File: src/rtl/reg_file_wb_pkg.sv
// Shared definitions for the write-back register file: default geometry,
// special register values and the write-back select code.
package reg_file_wb_pkg;

    localparam int DATA_W_DEF   = 17;
    localparam int ADDR_W_DEF   = 4;
    localparam int SP_INDEX_DEF = 15;
    localparam int SP_RESET_DEF = 200;

    // Constants the write-back mux can select directly
    localparam logic [DATA_W_DEF-1:0] WB_CONST_95   = 17'd95;
    localparam logic [DATA_W_DEF-1:0] WB_CONST_200  = 17'd200;
    localparam logic [DATA_W_DEF-1:0] WB_CONST_NEG1 = 17'h1FFFF;

    typedef enum logic [3:0] {
        WB_SEL_ALU        = 4'd0,
        WB_SEL_MEM        = 4'd1,
        WB_SEL_PC_INC     = 4'd2,
        WB_SEL_IMM        = 4'd3,
        WB_SEL_CONST_95   = 4'd4,
        WB_SEL_CONST_200  = 4'd5,
        WB_SEL_CONST_NEG1 = 4'd6,
        WB_SEL_ZERO       = 4'd7
    } wb_sel_e;

    function automatic logic [DATA_W_DEF-1:0] wb_const_value(input wb_sel_e sel);
        case (sel)
            WB_SEL_CONST_95:   wb_const_value = WB_CONST_95;
            WB_SEL_CONST_200:  wb_const_value = WB_CONST_200;
            WB_SEL_CONST_NEG1: wb_const_value = WB_CONST_NEG1;
            default:           wb_const_value = '0;
        endcase
    endfunction

endpackage

File: src/rtl/reg_file_wb_if.sv
// Write/read bus of the register file: the write-back stage and operand
// stage side (master) against the register file (slave).
interface reg_file_wb_if #(
    parameter int DATA_W = 17,
    parameter int ADDR_W = 4
);
    logic              WriteEnable;
    logic [ADDR_W-1:0] WriteAddr;
    logic [DATA_W-1:0] WriteData;
    logic [ADDR_W-1:0] ReadAddrA;
    logic [ADDR_W-1:0] ReadAddrB;
    logic [DATA_W-1:0] ReadDataA;
    logic [DATA_W-1:0] ReadDataB;
    logic [15:0]       WriteCount;

    modport master (
        output WriteEnable, WriteAddr, WriteData, ReadAddrA, ReadAddrB,
        input  ReadDataA, ReadDataB, WriteCount
    );

    modport slave (
        input  WriteEnable, WriteAddr, WriteData, ReadAddrA, ReadAddrB,
        output ReadDataA, ReadDataB, WriteCount
    );
endinterface

File: src/rtl/reg_file_wb_read_port.sv
// One combinational read port: index decode, zero-register gating and,
// when REGFILE_BYPASS_EN is defined, same-cycle write-through forwarding.
module reg_file_read_port #(
    parameter int DATA_W   = 17,
    parameter int ADDR_W   = 4,
    parameter int ZERO_REG = 1
) (
    input  logic [DATA_W-1:0] i_regs [2**ADDR_W],
    input  logic [ADDR_W-1:0] i_addr,
    input  logic              i_fwd_valid,
    input  logic [ADDR_W-1:0] i_fwd_addr,
    input  logic [DATA_W-1:0] i_fwd_data,
    output logic [DATA_W-1:0] o_data
);
    logic w_is_zero;
    assign w_is_zero = (ZERO_REG != 0) && (i_addr == '0);

`ifdef REGFILE_BYPASS_EN
    logic w_fwd_hit;
    assign w_fwd_hit = i_fwd_valid && (i_fwd_addr == i_addr);

    always_comb begin
        o_data = i_regs[i_addr];
        if (w_is_zero)
            o_data = '0;
        else if (w_fwd_hit)
            o_data = i_fwd_data;
    end
`else
    logic w_unused_fwd;
    assign w_unused_fwd = ^{i_fwd_valid, i_fwd_addr, i_fwd_data};

    always_comb begin
        o_data = i_regs[i_addr];
        if (w_is_zero)
            o_data = '0;
    end
`endif

endmodule

File: src/rtl/reg_file_wb.sv
// Architectural register file fed by the write-back mux, two read ports.
// Optional write-through forwarding is enabled by defining REGFILE_BYPASS_EN.
module reg_file_wb
    import reg_file_wb_pkg::*;
#(
    parameter int DATA_W   = DATA_W_DEF,
    parameter int ADDR_W   = ADDR_W_DEF,
    parameter int ZERO_REG = 1,
    parameter int SP_INDEX = SP_INDEX_DEF,
    parameter int SP_RESET = SP_RESET_DEF
) (
    input logic          i_Clock,
    input logic          i_Reset_n,
    reg_file_wb_if.slave bus
);
    localparam int DEPTH = 2**ADDR_W;

    logic [DATA_W-1:0] r_regs [DEPTH];
    logic [15:0]       r_write_count;

    logic w_wr_suppress;
    logic w_wr_commit;
    logic w_fwd_valid;

    // WriteEnable is evaluated first so X on address/data while idle stays harmless
    assign w_wr_suppress = (ZERO_REG != 0) && (bus.WriteAddr == '0);
    assign w_wr_commit   = bus.WriteEnable && !w_wr_suppress;
    assign w_fwd_valid   = w_wr_commit && i_Reset_n;

    always_ff @(posedge i_Clock) begin
        if (!i_Reset_n) begin
            for (int i = 0; i < DEPTH; i++)
                r_regs[i] <= (i == SP_INDEX) ? DATA_W'(SP_RESET) : '0;
            r_write_count <= '0;
        end else if (w_wr_commit) begin
            r_regs[bus.WriteAddr] <= bus.WriteData;
            if (r_write_count != 16'hFFFF)
                r_write_count <= r_write_count + 16'd1;
        end
    end

    assign bus.WriteCount = r_write_count;

    reg_file_read_port #(
        .DATA_W   (DATA_W),
        .ADDR_W   (ADDR_W),
        .ZERO_REG (ZERO_REG)
    ) u_read_a (
        .i_regs      (r_regs),
        .i_addr      (bus.ReadAddrA),
        .i_fwd_valid (w_fwd_valid),
        .i_fwd_addr  (bus.WriteAddr),
        .i_fwd_data  (bus.WriteData),
        .o_data      (bus.ReadDataA)
    );

    reg_file_read_port #(
        .DATA_W   (DATA_W),
        .ADDR_W   (ADDR_W),
        .ZERO_REG (ZERO_REG)
    ) u_read_b (
        .i_regs      (r_regs),
        .i_addr      (bus.ReadAddrB),
        .i_fwd_valid (w_fwd_valid),
        .i_fwd_addr  (bus.WriteAddr),
        .i_fwd_data  (bus.WriteData),
        .o_data      (bus.ReadDataB)
    );

endmodule

File: src/flat_wrapper.sv
// flat-port wrapper written by rule: the top's interface ports become plain ports
module reg_file_wb_flat import reg_file_wb_pkg::*;
#(
    parameter int DATA_W   = DATA_W_DEF,
    parameter int ADDR_W   = ADDR_W_DEF,
    parameter int ZERO_REG = 1,
    parameter int SP_INDEX = SP_INDEX_DEF,
    parameter int SP_RESET = SP_RESET_DEF
)
  (i_Clock, i_Reset_n, bus_WriteEnable, bus_WriteAddr, bus_WriteData, bus_ReadAddrA, bus_ReadAddrB, bus_ReadDataA, bus_ReadDataB, bus_WriteCount);
  reg_file_wb_if #(.DATA_W(DATA_W), .ADDR_W(ADDR_W)) bus_i ();
  input logic i_Clock;
  input logic i_Reset_n;
  input wire logic [$bits(bus_i.WriteEnable)-1:0] bus_WriteEnable;
  input wire logic [$bits(bus_i.WriteAddr)-1:0] bus_WriteAddr;
  input wire logic [$bits(bus_i.WriteData)-1:0] bus_WriteData;
  input wire logic [$bits(bus_i.ReadAddrA)-1:0] bus_ReadAddrA;
  input wire logic [$bits(bus_i.ReadAddrB)-1:0] bus_ReadAddrB;
  output wire logic [$bits(bus_i.ReadDataA)-1:0] bus_ReadDataA;
  output wire logic [$bits(bus_i.ReadDataB)-1:0] bus_ReadDataB;
  output wire logic [$bits(bus_i.WriteCount)-1:0] bus_WriteCount;
  assign bus_i.WriteEnable = bus_WriteEnable;
  assign bus_i.WriteAddr = bus_WriteAddr;
  assign bus_i.WriteData = bus_WriteData;
  assign bus_i.ReadAddrA = bus_ReadAddrA;
  assign bus_i.ReadAddrB = bus_ReadAddrB;
  assign bus_ReadDataA = bus_i.ReadDataA;
  assign bus_ReadDataB = bus_i.ReadDataB;
  assign bus_WriteCount = bus_i.WriteCount;
  reg_file_wb #(.DATA_W(DATA_W), .ADDR_W(ADDR_W), .ZERO_REG(ZERO_REG), .SP_INDEX(SP_INDEX), .SP_RESET(SP_RESET)) u_core (.i_Clock(i_Clock), .i_Reset_n(i_Reset_n), .bus(bus_i));
endmodule
File: config.mk
export PLATFORM = sky130hd
export DESIGN_NAME = reg_file_wb_flat
export DESIGN_NICKNAME = d
export VERILOG_FILES = /design/src/rtl/reg_file_wb_pkg.sv /design/src/rtl/reg_file_wb_if.sv /design/src/rtl/reg_file_wb_read_port.sv /design/src/rtl/reg_file_wb.sv /design/src/flat_wrapper.sv
export SDC_FILE = /design/constraint.sdc
export NUM_CORES = 1
export LEC_CHECK = 0
export CELL_PAD_IN_SITES_DETAIL_PLACEMENT = 1
export CELL_PAD_IN_SITES_GLOBAL_PLACEMENT = 1
export CORE_ASPECT_RATIO = 1.25
export CORE_MARGIN = 1.5
export CORE_UTILIZATION = 42
export CTS_CLUSTER_DIAMETER = 200
export CTS_CLUSTER_SIZE = 12
export DETAILED_ROUTE_END_ITERATION = 6
export PLACE_DENSITY = 0.88
export RECOVER_POWER = 50
export SLEW_MARGIN = 30
export SYNTH_ARGS = -nofsm -noshare
export SYNTH_HDL_FRONTEND = slang
export SYNTH_HIERARCHICAL = 1
export SYNTH_SLANG_ARGS = --single-unit
export TNS_END_PERCENT = 30
File: constraint.sdc
create_clock -name i_Clock -period 1.9 [get_ports i_Clock]
set_clock_uncertainty 0.15 [all_clocks]
set_input_delay 0.38 -clock i_Clock [delete_from_list [all_inputs] [get_ports i_Clock]]
set_output_delay 0.38 -clock i_Clock [all_outputs]
set_load 0.02 [all_outputs]
==> results.yml <==
grt:
  grt_pass1_wl_um: 107000
  grt_util_all_layers_pct: 41.71
  grt_max_degree: 64
  antenna_found_initial: 13
  overflow: 0
  grt_pass1_vias: 16980
logic_synthesis:
  syn-cell-area_um2: 14010
  ys_warn_count: 6
  synthCells: 1588
  syn_nets: 1621
  avgSynthCellArea_um2: 8.821
timing:
  setup_slack_ns: -1.281
  finalCritPeriodShare_pct: 167.4
  worst_slew_pin_slew_ns: 1.104
  hold_viol: 0
  max_freq_ghz: 0.3144
  maxSlewHeadroom_pct: 26.38
  rsz0062_at_grt: "yes"
  min_period_ns: 3.181
  setup_viol: 210
  drv_slew: 0
worst_setup_path:
  path_cells: "mux4_2, nor2_1, a211oi_2, buf_2"
  cp-end-kind: "output port"
  critPathLaunchType: "flip-flop"
  path_delay_family: "simple AND/OR/NAND/NOR gates"
  worst-setup-path-type: "flip-flop to output port"
  path_max_fanout: 3
  critPathSlowestCell: "nor2_1"
  path_buf_inv: 1
  worstPathRequired_ns: 1.37
  crit_arrival_ns: 2.65
  cp_slowest_stage_delay_ns: 0.75
route:
  met1_length_um: 24860
  wl_met2_um: 33940
  viasPerCell: 7.625
  route.detailed.wl_per_inst_um: 38.21
  drt_iter0_drc: 2968
  final_antenna_net_count: 0
  totalWireLength_um: 83800
  top_layer: "met5"
  drt-pass1-iter-count: 7
  vias: 16720
  met3_length_um: 13420
  drc: 52
floorplan:
  die_width_um: 166.3
  core_um2: 32780
  dieArea_um2: 34460
  row_count: 74
  ios: 82
  dieHeight_um: 207.2
  initial_utilization_pct: 42.74
cts:
  path_clk_slew_ns: 0.08
  cts-root-buf: "clkbuf_16"
  htree_levels: 1
  clk_latency_ns: 0.62
  tritoncts: "built"
  clock_sinks: 271
  cts_made_buffers: 26
  hold_buffers: 0
  cts_buffer_depth: 3
placed_design:
  routabilityCongestion: 0.9507
  io_buffers: 81
  pre_cts_slack_ns: -1.058
  dp_hpwl_um: 42240
  dpl_cell_area_um2: 17130
final_layout:
  register_area_um2: 5539
  area_delta_synth_final_pct: 31.57
  fin_area_um2: 18430
  layout-drive-gt1-share_pct: 36.35
  fillCellCount: 3595
  multi_input_area_um2: 8672
  final_cell_mix: "nand2_1 (532), a21oi_1 (257), dfxtp_1 (186), buf_4 (157), mux4_2 (102)"
  layout.nets: 1799
  final_common_cell: "nand2_1"
run_status:
  violations: "design-rule violations, negative setup slack"
  outcome: "complete, but fails checks"
pwr:
  power_density_nw_per_um2: 707.1
  leakagePower_nw: 6.357
  vdd_drop_max_mv: 0.6457
  p_total_mw: 13.03
hold_path:
  hold_class: "input pin to flip-flop"
job:
  max_cap_violations: 0
==> where the power goes <==
group / total, mW / internal (mW) / switching (mW)
combinational: 2.07 / 0.807 / 1.27
sequential: 5.84 / 5.75 / 0.0897
clock: 5.12 / 2.49 / 2.62
==> through the flow <==
step | setup TNS [ns] | utilization [%] | hold slack (ns) | instances
floorplan | -3.332 | - | 0.2924 | 1588
global placement | -113.99 | 52.26 | 0.2978 | 2140
detailed placement | -136.81 | 52.26 | 0.3118 | 2140
CTS | -17.74 | 55.49 | 0.3206 | 2171
global route | -46.55 | 56.18 | 0.3351 | 2187
finish | -47.35 | 56.23 | 0.3177 | 2193
==> sequential cells by signal, indices dropped and copies added (netlist names) <==
name / flops
u_core/bus.WriteCount: 16
u_core/r_regs: 255
==> timing repair <==
action / CTS / global route
endpoints found under the hold margin: 0 / 0
gates resized for setup: 309 / 87
gates cloned: 2 / 0
endpoints found under the setup margin: 53 / 102
pin swaps: 26 / 10
buffers inserted: 1 / 13
==> layout make-up <==
class | count | area share (%)
multi-input cells | 1171 | 47.06
repair buffers | 293 | 16.13
inverters | 3 | 0.08826
clock inverters | 1 | 0.04074
clock buffers | 27 | 3.666
flip-flops and latches | 271 | 30.06
diodes | 9 | 0.1222
well taps | 418 | 2.838
==> worst reg2reg max path, delay by kind of cell, from the launching register on <==
family,cells,cell delay (ns)
simple gates,1,0.17
flops,1,0.70
compound gates,1,0.70
==> worst paths after layout <==
kind                            slack, ns                   endpoint                from  depth (start not counted)
worst max-delay path                -1.28          bus_ReadDataB[14]  u_core/r_regs[201]                          4
worst min-delay path                 0.32  u_core/bus.WriteCount[13]    bus_WriteAddr[2]                          5
worst max register to register          0          u_core/r_regs[63]   u_core/r_regs[63]                          2
worst min register to register       0.33          u_core/r_regs[94]   u_core/r_regs[94]                          2
==> routing by layer <==
layer / vias up / global-route usage (%)
met3: 977 / 17.60
met4: 14 / 43.20
li1: 5927 / -
met1: 7861 / 41.99
met2: 1942 / 63.38
met5: - / 0
Power figures use the tool's default switching activity.
